File: config.mk
export PLATFORM = sky130hd
export DESIGN_NAME = debug_cmd_fsm_flat
export DESIGN_NICKNAME = d
export VERILOG_FILES = /design/src/rtl/debug_cmd_fsm_pkg.sv /design/src/rtl/debug_cmd_fsm_if.sv /design/src/rtl/debug_cmd_fsm_byte_word_packer.sv /design/src/rtl/debug_cmd_fsm.sv /design/src/flat_wrapper.sv
export SDC_FILE = /design/constraint.sdc
export NUM_CORES = 1
export LEC_CHECK = 0
export ABC_AREA = 1
export BUFFER_PORTS_ARGS = -buffer_cell sky130_fd_sc_hd__buf_2
export CAP_MARGIN = 30
export CORE_MARGIN = 3
export CORE_UTILIZATION = 56
export CTS_BUF_LIST = sky130_fd_sc_hd__clkbuf_8
export DETAILED_ROUTE_END_ITERATION = 10
export GPL_ROUTABILITY_DRIVEN = 0
export PLACE_DENSITY = 0.87
export SLEW_MARGIN = 20
export SYNTH_ARGS = -nofsm -noshare
export SYNTH_HDL_FRONTEND = slang
export SYNTH_SLANG_ARGS = --single-unit
File: constraint.sdc
create_clock -name clk -period 2.1 [get_ports clk]
set_input_delay 0.21 -clock clk [delete_from_list [all_inputs] [get_ports clk]]
set_output_delay 0.21 -clock clk [all_outputs]
set_load 0.005 [all_outputs]
File: src/rtl/debug_cmd_fsm_pkg.sv
// rtl/debug_cmd_fsm_pkg.sv - command codes, defaults and state type for debug_cmd_fsm (DBG_LOAD_CHECKSUM_EN adds LOAD_CHECK)
package debug_cmd_fsm_pkg;

  localparam logic [7:0] CMD_LOAD = 8'h4C;
  localparam logic [7:0] CMD_RUN  = 8'h43;
  localparam logic [7:0] CMD_STEP = 8'h53;
  localparam logic [7:0] CMD_NEXT = 8'h4E;
  localparam logic [7:0] CMD_EXIT = 8'h45;

  localparam logic [31:0] DEFAULT_HALT_WORD       = 32'hFFFF_FFFF;
  localparam int          DEFAULT_INST_ADDRS_BITS = 10;

  typedef enum logic [3:0] {
    ST_IDLE,
    ST_LOAD_BYTE,
    ST_LOAD_WRITE,
`ifdef DBG_LOAD_CHECKSUM_EN
    ST_LOAD_CHECK,
`endif
    ST_RUN,
    ST_STEP_WAIT,
    ST_STEP_EXEC,
    ST_SEND,
    ST_SEND_WAIT
  } state_e;

endpackage

File: src/rtl/debug_cmd_fsm_if.sv
// rtl/debug_cmd_fsm_if.sv - UART rx, instruction memory and dump handshake bundle for debug_cmd_fsm
interface debug_cmd_fsm_if
  import debug_cmd_fsm_pkg::*;
#(
  parameter int UART_BITS        = 8,
  parameter int INSTRUCTION_BITS = 32,
  parameter int INST_ADDRS_BITS  = DEFAULT_INST_ADDRS_BITS
);
  logic                        i_rx_done;
  logic [UART_BITS-1:0]        i_rx_data;
  logic                        i_halt;
  logic                        i_send_done;
  logic                        o_inst_we;
  logic [INST_ADDRS_BITS-1:0]  o_inst_addr;
  logic [INSTRUCTION_BITS-1:0] o_inst_data;
  logic                        o_proc_enable;
  logic                        o_proc_clear;
  logic                        o_send_start;
  logic                        o_program_loaded;
  logic                        o_load_error;

  modport slave (
    input  i_rx_done, i_rx_data, i_halt, i_send_done,
    output o_inst_we, o_inst_addr, o_inst_data, o_proc_enable, o_proc_clear,
           o_send_start, o_program_loaded, o_load_error
  );

  modport master (
    output i_rx_done, i_rx_data, i_halt, i_send_done,
    input  o_inst_we, o_inst_addr, o_inst_data, o_proc_enable, o_proc_clear,
           o_send_start, o_program_loaded, o_load_error
  );
endinterface

File: src/rtl/debug_cmd_fsm_byte_word_packer.sv
// rtl/debug_cmd_fsm_byte_word_packer.sv - shifts rx bytes MSB-first into an instruction word
module byte_word_packer #(
  parameter int UART_BITS        = 8,
  parameter int INSTRUCTION_BITS = 32
) (
  input  logic                        clk,
  input  logic                        rst,
  input  logic                        clear_i,
  input  logic                        byte_valid_i,
  input  logic [UART_BITS-1:0]        byte_i,
  output logic [INSTRUCTION_BITS-1:0] word_o,
  output logic                        word_valid_o
);
  localparam int BYTES    = INSTRUCTION_BITS / UART_BITS;
  localparam int CNT_BITS = $clog2(BYTES) + 1;
  localparam logic [CNT_BITS-1:0] LAST = CNT_BITS'(BYTES - 1);

  logic [CNT_BITS-1:0]         cnt_q;
  logic [INSTRUCTION_BITS-1:0] word_q;

  // Fires in the same cycle as the final byte so the FSM can write on the next edge.
  assign word_valid_o = byte_valid_i && (cnt_q == LAST);
  assign word_o       = word_q;

  // Byte counter and shift register; a clear or reset drops any partial word.
  always_ff @(posedge clk) begin
    if (!rst || clear_i) begin
      cnt_q  <= '0;
      word_q <= '0;
    end else if (byte_valid_i) begin
      word_q <= (word_q << UART_BITS) | INSTRUCTION_BITS'(byte_i);
      cnt_q  <= word_valid_o ? '0 : cnt_q + 1'b1;
    end
  end
endmodule

File: src/rtl/debug_cmd_fsm.sv
// rtl/debug_cmd_fsm.sv - debug host command decoder: program load, run, single step, dump handoff (DBG_LOAD_CHECKSUM_EN)
module debug_cmd_fsm
  import debug_cmd_fsm_pkg::*;
#(
  parameter int                          UART_BITS        = 8,
  parameter int                          INSTRUCTION_BITS = 32,
  parameter int                          INST_ADDRS_BITS  = DEFAULT_INST_ADDRS_BITS,
  parameter logic [INSTRUCTION_BITS-1:0] HALT_WORD        = DEFAULT_HALT_WORD
) (
  input logic           clk,
  input logic           rst,
  debug_cmd_fsm_if.slave bus
);
  state_e                      state_q, state_d, ret_q, ret_d;
  logic [INST_ADDRS_BITS-1:0]  addr_q, addr_d;
  logic                        loaded_q, loaded_d, err_q, err_d;
  logic                        we_q, en_q, clr_q, start_q;
  logic                        pk_clear, pk_valid, word_valid;
  logic [INSTRUCTION_BITS-1:0] word;
  logic                        rx;
  logic [UART_BITS-1:0]        rxd;
`ifdef DBG_LOAD_CHECKSUM_EN
  logic [UART_BITS-1:0]        xor_q, xor_d;
`endif

  assign rx       = bus.i_rx_done;
  assign rxd      = bus.i_rx_data;
  assign pk_valid = rx && (state_q == ST_LOAD_BYTE);

  byte_word_packer #(
    .UART_BITS       (UART_BITS),
    .INSTRUCTION_BITS(INSTRUCTION_BITS)
  ) u_packer (
    .clk         (clk),
    .rst         (rst),
    .clear_i     (pk_clear),
    .byte_valid_i(pk_valid),
    .byte_i      (rxd),
    .word_o      (word),
    .word_valid_o(word_valid)
  );

  // Next-state decode: command dispatch, load sequencing and dump handoff.
  always_comb begin
    state_d  = state_q;
    ret_d    = ret_q;
    addr_d   = addr_q;
    loaded_d = loaded_q;
    err_d    = err_q;
    pk_clear = 1'b0;
`ifdef DBG_LOAD_CHECKSUM_EN
    xor_d    = xor_q;
`endif
    case (state_q)
      ST_IDLE: begin
        if (rx && rxd == UART_BITS'(CMD_LOAD)) begin
          state_d  = ST_LOAD_BYTE;
          addr_d   = '0;
          loaded_d = 1'b0;
          err_d    = 1'b0;
          pk_clear = 1'b1;
`ifdef DBG_LOAD_CHECKSUM_EN
          xor_d    = '0;
`endif
        end else if (rx && rxd == UART_BITS'(CMD_RUN) && loaded_q) begin
          state_d = ST_RUN;
        end else if (rx && rxd == UART_BITS'(CMD_STEP) && loaded_q) begin
          state_d = ST_STEP_WAIT;
        end
      end
      ST_LOAD_BYTE: begin
`ifdef DBG_LOAD_CHECKSUM_EN
        if (rx) xor_d = xor_q ^ rxd;
`endif
        if (word_valid) state_d = ST_LOAD_WRITE;
      end
      ST_LOAD_WRITE: begin
        if (word == HALT_WORD) begin
`ifdef DBG_LOAD_CHECKSUM_EN
          state_d  = ST_LOAD_CHECK;
`else
          state_d  = ST_IDLE;
          loaded_d = 1'b1;
`endif
        end else if (&addr_q) begin
          // Last location just written and still no HALT_WORD: the program does not fit.
          state_d  = ST_IDLE;
          err_d    = 1'b1;
          loaded_d = 1'b0;
        end else begin
          state_d = ST_LOAD_BYTE;
          addr_d  = addr_q + 1'b1;
        end
      end
`ifdef DBG_LOAD_CHECKSUM_EN
      ST_LOAD_CHECK: begin
        if (rx) begin
          state_d  = ST_IDLE;
          loaded_d = (rxd == xor_q);
          err_d    = (rxd != xor_q);
        end
      end
`endif
      ST_RUN: begin
        if (bus.i_halt) begin
          state_d = ST_SEND;
          ret_d   = ST_IDLE;
        end
      end
      ST_STEP_WAIT: begin
        if (bus.i_halt) begin
          state_d = ST_IDLE;
        end else if (rx && rxd == UART_BITS'(CMD_NEXT)) begin
          state_d = ST_STEP_EXEC;
        end else if (rx && rxd == UART_BITS'(CMD_EXIT)) begin
          state_d = ST_IDLE;
        end
      end
      ST_STEP_EXEC: begin
        state_d = ST_SEND;
        ret_d   = ST_STEP_WAIT;
      end
      ST_SEND:      state_d = ST_SEND_WAIT;
      ST_SEND_WAIT: if (bus.i_send_done) state_d = ret_q;
      default:      state_d = ST_IDLE;
    endcase
  end

  // State, counters, sticky flags and registered Moore outputs decoded from the next state.
  always_ff @(posedge clk) begin
    if (!rst) begin
      state_q  <= ST_IDLE;
      ret_q    <= ST_IDLE;
      addr_q   <= '0;
      loaded_q <= 1'b0;
      err_q    <= 1'b0;
      we_q     <= 1'b0;
      en_q     <= 1'b0;
      clr_q    <= 1'b0;
      start_q  <= 1'b0;
`ifdef DBG_LOAD_CHECKSUM_EN
      xor_q    <= '0;
`endif
    end else begin
      state_q  <= state_d;
      ret_q    <= ret_d;
      addr_q   <= addr_d;
      loaded_q <= loaded_d;
      err_q    <= err_d;
      we_q     <= (state_d == ST_LOAD_WRITE);
      en_q     <= (state_d == ST_RUN) || (state_d == ST_STEP_EXEC);
      start_q  <= (state_d == ST_SEND);
`ifdef DBG_LOAD_CHECKSUM_EN
      xor_q    <= xor_d;
      clr_q    <= (state_d == ST_LOAD_BYTE) || (state_d == ST_LOAD_WRITE) || (state_d == ST_LOAD_CHECK);
`else
      clr_q    <= (state_d == ST_LOAD_BYTE) || (state_d == ST_LOAD_WRITE);
`endif
    end
  end

  assign bus.o_inst_we        = we_q;
  assign bus.o_inst_addr      = addr_q;
  assign bus.o_inst_data      = word;
  assign bus.o_proc_enable    = en_q;
  assign bus.o_proc_clear     = clr_q;
  assign bus.o_send_start     = start_q;
  assign bus.o_program_loaded = loaded_q;
  assign bus.o_load_error     = err_q;
endmodule

File: src/flat_wrapper.sv
// flat-port wrapper written by rule: the top's interface ports become plain ports
module debug_cmd_fsm_flat import debug_cmd_fsm_pkg::*;
#(
  parameter int                          UART_BITS        = 8,
  parameter int                          INSTRUCTION_BITS = 32,
  parameter int                          INST_ADDRS_BITS  = DEFAULT_INST_ADDRS_BITS,
  parameter logic [INSTRUCTION_BITS-1:0] HALT_WORD        = DEFAULT_HALT_WORD
)
  (clk, rst, bus_i_rx_done, bus_i_rx_data, bus_i_halt, bus_i_send_done, bus_o_inst_we, bus_o_inst_addr, bus_o_inst_data, bus_o_proc_enable, bus_o_proc_clear, bus_o_send_start, bus_o_program_loaded, bus_o_load_error);
  debug_cmd_fsm_if #(.UART_BITS(UART_BITS), .INSTRUCTION_BITS(INSTRUCTION_BITS), .INST_ADDRS_BITS(INST_ADDRS_BITS)) bus_i ();
  input logic clk;
  input logic rst;
  input wire logic [$bits(bus_i.i_rx_done)-1:0] bus_i_rx_done;
  input wire logic [$bits(bus_i.i_rx_data)-1:0] bus_i_rx_data;
  input wire logic [$bits(bus_i.i_halt)-1:0] bus_i_halt;
  input wire logic [$bits(bus_i.i_send_done)-1:0] bus_i_send_done;
  output wire logic [$bits(bus_i.o_inst_we)-1:0] bus_o_inst_we;
  output wire logic [$bits(bus_i.o_inst_addr)-1:0] bus_o_inst_addr;
  output wire logic [$bits(bus_i.o_inst_data)-1:0] bus_o_inst_data;
  output wire logic [$bits(bus_i.o_proc_enable)-1:0] bus_o_proc_enable;
  output wire logic [$bits(bus_i.o_proc_clear)-1:0] bus_o_proc_clear;
  output wire logic [$bits(bus_i.o_send_start)-1:0] bus_o_send_start;
  output wire logic [$bits(bus_i.o_program_loaded)-1:0] bus_o_program_loaded;
  output wire logic [$bits(bus_i.o_load_error)-1:0] bus_o_load_error;
  assign bus_i.i_rx_done = bus_i_rx_done;
  assign bus_i.i_rx_data = bus_i_rx_data;
  assign bus_i.i_halt = bus_i_halt;
  assign bus_i.i_send_done = bus_i_send_done;
  assign bus_o_inst_we = bus_i.o_inst_we;
  assign bus_o_inst_addr = bus_i.o_inst_addr;
  assign bus_o_inst_data = bus_i.o_inst_data;
  assign bus_o_proc_enable = bus_i.o_proc_enable;
  assign bus_o_proc_clear = bus_i.o_proc_clear;
  assign bus_o_send_start = bus_i.o_send_start;
  assign bus_o_program_loaded = bus_i.o_program_loaded;
  assign bus_o_load_error = bus_i.o_load_error;
  debug_cmd_fsm #(.UART_BITS(UART_BITS), .INSTRUCTION_BITS(INSTRUCTION_BITS), .INST_ADDRS_BITS(INST_ADDRS_BITS), .HALT_WORD(HALT_WORD)) u_core (.clk(clk), .rst(rst), .bus(bus_i));
endmodule
# Yosys cells after proc, flatten, opt, wreduce, memory -nomap -nowiden
# Cells that the tools add are included.
# Widths: inputs -> output; s select.
[classes] multipliers=0 add_sub_neg=2 reduce_logical=21 n_mux=28 shift=0 n_eq_ne=25 bitwise=1 div=0 order_cmp=0
[ops] cell="$mux 4" count=11
[ops] cell="$eq 8x7->1 const B" count=5
[ops] cell="$eq 32x32->1 const B" count=1
[ops] cell="$or 32x8->32" count=1
[ops] cell="$pmux 4 s8" count=1
[ops] cell="$mux 10" count=3
[ops] cell="$eq 4x3->1 const B" count=6
[ops] cell="$pmux 10 s2" count=1
[ops] cell="$eq 4x2->1 const B" count=4
[ops] cell="$add 10x1->10 const B" count=1
[ops] cell="$reduce_and 10->1" count=1
[ops] cell="$logic_and 1x1->1" count=9
[ops] cell="$eq 4x1->1 const B" count=2
[ops] cell="$mux 1" count=8
[ops] cell="$pmux 4 s2" count=1
[ops] cell="$reduce_and 4->1" count=2
[ops] cell="$ne 2x2->1 const B" count=3
[ops] cell="$logic_not 4->1" count=1
[ops] cell="$ne 2x1->1 const B" count=2
[ops] cell="$pmux 1 s2" count=2
[ops] cell="$reduce_bool 2->1" count=2
[ops] cell="$add 3x1->3 const B" count=1
[ops] cell="$eq 3x2->1 const B" count=1
[ops] cell="$logic_or 1x1->1" count=3
[ops] cell="other kinds (5)" count=5
[word_totals] latch_bits=0 ramBits=0 rom_bits=0 inputBits=13 memories=0 ff_bits=59 out_inout_bits=48

# Logic depth before layout (Yosys ltp)
[logic_depth] word_depth=9 depth_mapped=12 mapped_depth_nobuf=12

# By module
# A second synthesis with hierarchy kept.
[unflattened] hier_cells=459 hier_area_um2=3270.6
[by_module_without_submodules] mod="debug_cmd_fsm" instances=1 cells_each=301 seq_area_each_um2=420.4 area_each_um2=1760.4
[by_module_without_submodules] mod="byte_word_packer" instances=1 cells_each=158 seq_area_each_um2=700.7 area_each_um2=1510.2

# Least setup slack after synthesis
# Ideal clock, no wire load.
[synth_path] path_kind="register to register" start="register u_core.addr_q[0] (netlist: u_core.bus.o_inst_addr[0])" end="register u_core.addr_q[0] (netlist: u_core.bus.o_inst_addr[0])" path_slack_ns=0.570 setup_ns=0.116 t_arrival_ns=1.415 period_less_slack_ns=1.530 path_stages_with_launch=11 required_ns=1.984 path_cell_list="dfxtp_1 > ha_1 > nand3_1 > nor2_1 > nand2_1 > nand2_2 > nand2_1 > nand2_2 > clkinv_2 > o21ai_0 > nor2_1"
[synth_between] elab_chain_len=4 word_cells_on_any_way=7 cone_classes="1 x add/sub; 1 x eq/ne; 3 x mux; 2 x reduce/logical"
[synth_lines] element="from (decl)" line_no="debug_cmd_fsm.sv:15" rtl="logic [INST_ADDRS_BITS-1:0] addr_q, addr_d;"
[synth_lines] element="from (signal assigned)" line_no="debug_cmd_fsm.sv:147" rtl="addr_q <= addr_d;"
[synth_lines] element="$add 10x1->10" line_no="debug_cmd_fsm.sv:92" rtl="addr_d = addr_q + 1'b1;"
[synth_lines] element="$mux 10" line_no="debug_cmd_fsm.sv:85" rtl="end else if (&addr_q) begin"
[synth_lines] element="$mux 10" line_no="debug_cmd_fsm.sv:78" rtl="if (word == HALT_WORD) begin"
[synth_lines] element="$pmux 10 s2" line_no="debug_cmd_fsm.sv:54" rtl="case (state_q)"
# Several ways; a longest one is shown, not always the timed one. The select of a mux whose other input is x is not followed.
# A chain may end at the register's enable or synchronous reset.

# Final worst setup path
[layout_path] start="register u_core.addr_q[0] (netlist: u_core.bus.o_inst_addr[0])" end="register u_core.addr_q[7] (netlist: u_core.bus.o_inst_addr[7])"
# Same word-level chain as after synthesis.

==> results.py <==
metrics = {
    "run_status": {
        "run_status": "complete, no violations",
    },
    "critical_path": {
        "timing.critical_path.depth": 10,
        "ff2ff_setup_slack_ns": 0.32,
        "crit_top_cell": "sky130_fd_sc_hd__nand2_1",
        "critical_path.endpoint": "u_core.bus.o_inst_addr[7]",
        "worst_ep_arrival_time_ns": 2.02,
        "timing.critical_path.fanout_max": 7,
        "critical_path.reg2reg.startpoint": "u_core.bus.o_inst_addr[0]",
        "critPathMaxStageDelay_ns": 0.42,
        "cp_slowest_cell": "sky130_fd_sc_hd__dfxtp_1",
        "cp.required_ns": 2.34,
        "path_buf_inv": 1,
        "timing.critical_path.cells": "ha_1 -> nand3_1 -> nor2_1 -> nand2_1 -> nand2_2 -> nand2_1 -> nand2_2 -> buf_4 -> nand2_1 -> a21oi_1",
        "critPathKind": "flip-flop to flip-flop",
        "path_delay_family": "simple AND/OR/NAND/NOR gates",
        "critical_path.startpoint": "u_core.bus.o_inst_addr[0]",
        "end_kind": "flip-flop",
        "ff2ff_path_depth": 10,
        "crit-reg2reg-capture": "u_core.bus.o_inst_addr[7]",
        "setup.worst_path.start_class": "flip-flop",
    },
    "synthesis": {
        "synthesis.area_um2": 2690,
        "synth.top_cells.by_area": "sky130_fd_sc_hd__dfxtp_1, sky130_fd_sc_hd__nand2_1, sky130_fd_sc_hd__a21oi_1",
        "ys_async_sr_fraction_pct": 0,
        "postSynthCellCount": 410,
        "synth.yosys.warnings": 0,
        "seq_area_frac_synth_pct": 41.7,
        "synthDominantCellAreaShare_pct": 41.7,
        "ys_dominant_reg_cell": "sky130_fd_sc_hd__dfxtp_1",
        "synth.distinct_cells": 26,
        "postSynthNetCount": 426,
        "flops_latches_synth": 56,
        "synth_enable_flop_cells": 0,
        "synthDominantAreaCellType": "sky130_fd_sc_hd__dfxtp_1",
        "post_synth.cell_area_avg_um2": 6.56,
    },
    "layout": {
        "layout_cell_share_with_drive_strength_beyond_1_pct": 19.2,
        "fillerInstances": 404,
        "layout.nets": 484,
        "synthToLayoutAreaGrowth_pct": 16.5,
        "antenna_diodes": 0,
    },
    "routing": {
        "detail_route.wirelength_um": 6270,
        "routed_wire_length_per_instance_um": 12.0,
        "drcViolationCount": 0,
        "drt_first_iter_violations": 195,
        "via_per_inst": 5.14,
        "via_count": 2679,
        "ant_nets": 0,
        "detailed_routing_iterations_pass_1": 5,
    },
    "grt": {
        "groute.layer.met2.usage_pct": 38.2,
        "most_used_routing_layer_in_global_routing": "met2",
        "grt_antenna_before_repair": 0,
        "total_grt_usage_pct": 23.6,
        "wire_length_of_the_first_global_routing_pass_um": 10500,
        "grt_start_max_net_pins": 38,
        "met1_use_gr_pct": 32.0,
        "number_of_global_route_vias_before_repair": 2305,
        "grt_overflow_total": 0,
        "global_route.usage.met3_pct": 4.62,
    },
    "timing": {
        "max_freq_mhz": 562,
        "shortest_clock_period_the_worst_path_allows_after_layout_ns": 1.78,
        "clock-skew-final_ns": 0.00730,
        "grt_setup_unrepaired": "false",
        "actual_slew_at_the_worst_max_slew_pin_ns": 0.560,
        "timing.final.setup_violations": 0,
        "timing.final.crit_share_pct": 84.8,
        "setup_total_negative_slack_ns": 0,
        "worst_setup_slack_after_layout_ns": 0.320,
        "finalHoldViolCount": 0,
        "timing.slew.headroom_pct": 62.6,
        "slew_viol_final": 0,
        "hold_ws_ns": 0.165,
    },
    "clock_tree": {
        "cts_post_setup_buffers_inserted": 0,
        "h-tree-depth": 2,
        "cts.sinks": 56,
        "inserted_clock_buffers": 5,
        "clock_path_buffers": 2,
        "clock_transition_at_the_registers_of_the_reported_paths_ns": 0.10,
        "postCtsHoldBufs": 0,
        "clkLatencyLatePin_ns": 0.31,
        "tritoncts": "yes",
        "cts.root.buffer_cell": "sky130_fd_sc_hd__clkbuf_8",
        "post_cts_resized": 0,
    },
    "place": {
        "place_hpwl_um": 4620,
        "place_worst_setup_slack_ns": 0.374,
        "port-buffer-count": 60,
    },
    "power": {
        "post-layout-total-power_uw": 1840,
        "power.density_nw_per_um2": 586,
        "leak_uw": 0.00133,
        "vdd_ir_drop_max_v": 0.000442,
    },
    "die": {
        "fp.dieH_um": 75.3,
        "die_span_in_x_um": 75.3,
        "initial_utilization_pct": 59.7,
        "placeableCoreArea_um2": 4500,
        "io-pin-count": 61,
        "num_rows": 24,
        "die-area_um2": 5670,
    },
    "worst_hold_path": {
        "hold_class": "input pin to flip-flop",
        "hold-path-cell-count": 3,
    },
    "job": {
        "drv_cap": 0,
    },
}
==> worst min path at each step <==
| stage | to | startpoint |
|---|---|---|
| 6_report | u_core.u_packer.word_o[7] | bus_i_rx_data[7] |
| 5_1_grt | u_core.u_packer.word_o[6] | bus_i_rx_data[6] |
| 4_1_cts | u_core.u_packer.word_o[7] | bus_i_rx_data[7] |
| 3_5_place_dp | u_core.u_packer.cnt_q[1] | u_core.u_packer.cnt_q[1] |
| 3_3_place_gp | u_core.u_packer.cnt_q[1] | u_core.u_packer.cnt_q[1] |
| 2_1_floorplan | u_core.u_packer.word_o[0] | bus_i_rx_data[0] |
==> flip-flops by register name, indices dropped and copies added (netlist names) <==
register,count
u_core.bus.o_inst_addr,10
u_core.bus.o_inst_we,1
u_core.bus.o_load_error,1
u_core.bus.o_proc_clear,1
u_core.bus.o_proc_enable,1
u_core.bus.o_program_loaded,1
u_core.bus.o_send_start,1
u_core.ret_q,1
u_core.state_q,4
u_core.u_packer.cnt_q,3
u_core.u_packer.word_o,32
==> metal layers <==
| metal | vias up | part of all wire (%) |
|---|---|---|
| met3 | 7 | 5.7 |
| met1 | 1173 | 46 |
| met5 | - | 0 |
| met4 | 0 | 1.3 |
| met2 | 90 | 47 |
| li1 | 1409 | - |
==> cells by family (layout without fill, tap and decap cells) <==
family / after synthesis / after routing / share of synthesized area, %
AOI/OAI and AO/OA: 61 / 61 / 11.6
adders and majority gates: 3 / 3 / 1.39
xor gates and xnor gates: 5 / 5 / 1.63
other: 1 / 1 / 0.139
buffers and inverters: 48 / 107 / 7.62
and+or+nand+nor: 236 / 236 / 36.0
DFF: 56 / 56 / 41.7
==> Yosys cell counts, types with 2 or more instances <==
master and number:
sky130_fd_sc_hd__o21ai_0 5, sky130_fd_sc_hd__inv_2 5, sky130_fd_sc_hd__nand2_2 7, sky130_fd_sc_hd__inv_1 28
sky130_fd_sc_hd__nand4_1 3, sky130_fd_sc_hd__buf_2 4, sky130_fd_sc_hd__ha_1 3, sky130_fd_sc_hd__a21oi_1 51
sky130_fd_sc_hd__clkbuf_1 4, sky130_fd_sc_hd__nor3_2 2, sky130_fd_sc_hd__nor2_1 50, sky130_fd_sc_hd__nand2_1 145
sky130_fd_sc_hd__o21ai_1 3, sky130_fd_sc_hd__buf_4 3, sky130_fd_sc_hd__nand3_1 25, sky130_fd_sc_hd__dfxtp_1 56
sky130_fd_sc_hd__xor2_1 4, sky130_fd_sc_hd__nor2_2 3, sky130_fd_sc_hd__clkinv_1 2
==> where the power goes <==
part	internal, uW	leakage [uW]	switching [uW]
combinational	20.4	0.000820	44.6
clock	356	0.0000599	352
sequential	1060	0.000451	0.829
==> through the flow <==
step           util [%]  area, um2  cells
5_1_grt            69.6       3130    521
3_3_place_gp       67.1       3020    513
2_1_floorplan         -       2690    410
6_report           69.6       3130    521
4_1_cts            69.6       3130    521
3_5_place_dp       67.1       3020    513
==> placed cells by master (no fill, tap or decap) <==
master,Yosys,layout
sky130_fd_sc_hd__nand2_1,145,145
sky130_fd_sc_hd__buf_2,4,60
sky130_fd_sc_hd__dfxtp_1,56,56
sky130_fd_sc_hd__a21oi_1,51,51
sky130_fd_sc_hd__nor2_1,50,50
sky130_fd_sc_hd__inv_1,28,29
sky130_fd_sc_hd__nand3_1,25,25
sky130_fd_sc_hd__nand2_2,7,7
sky130_fd_sc_hd__inv_2,5,5
sky130_fd_sc_hd__o21ai_0,5,5
sky130_fd_sc_hd__clkbuf_8,0,5
sky130_fd_sc_hd__xor2_1,4,4
sky130_fd_sc_hd__nor2_2,3,3
sky130_fd_sc_hd__o21ai_1,3,3
sky130_fd_sc_hd__nand4_1,3,3
sky130_fd_sc_hd__ha_1,3,3
sky130_fd_sc_hd__clkinv_1,2,2
sky130_fd_sc_hd__nor3_2,2,2
sky130_fd_sc_hd__buf_4,3,2
sky130_fd_sc_hd__nand3_2,1,1
sky130_fd_sc_hd__clkinv_2,1,1
sky130_fd_sc_hd__a21oi_2,1,1
sky130_fd_sc_hd__a211oi_1,1,1
sky130_fd_sc_hd__xnor2_1,1,1
sky130_fd_sc_hd__bufinv_16,0,1
sky130_fd_sc_hd__inv_6,0,1
sky130_fd_sc_hd__buf_12,0,1
sky130_fd_sc_hd__conb_1,1,1
==> worst register-to-register path: cells and delay by family (launching register included) <==
family                   cells  cell delay [ns]
flip-flops                   1             0.42
AO/OA/AOI/OAI                1             0.15
AND/OR/NAND/NOR              7             0.67
buffers and inverters        1             0.19
adder cells (fa/ha/maj)      1             0.28
==> cell type report <==
| type | count | area (um2) | share of cell area [%] |
|---|---|---|---|
| Multi-Input combinational cell | 306 | 1370 | 43.6 |
| Sequential cell | 56 | 1120 | 35.8 |
| Timing Repair Buffer | 63 | 335 | 10.7 |
| Inverter | 36 | 136 | 4.35 |
| Clock buffer | 5 | 68.8 | 2.20 |
| Tap cell | 52 | 65.1 | 2.08 |
| Clock inverter | 3 | 42.5 | 1.36 |
(Power assumes the default switching activity.)
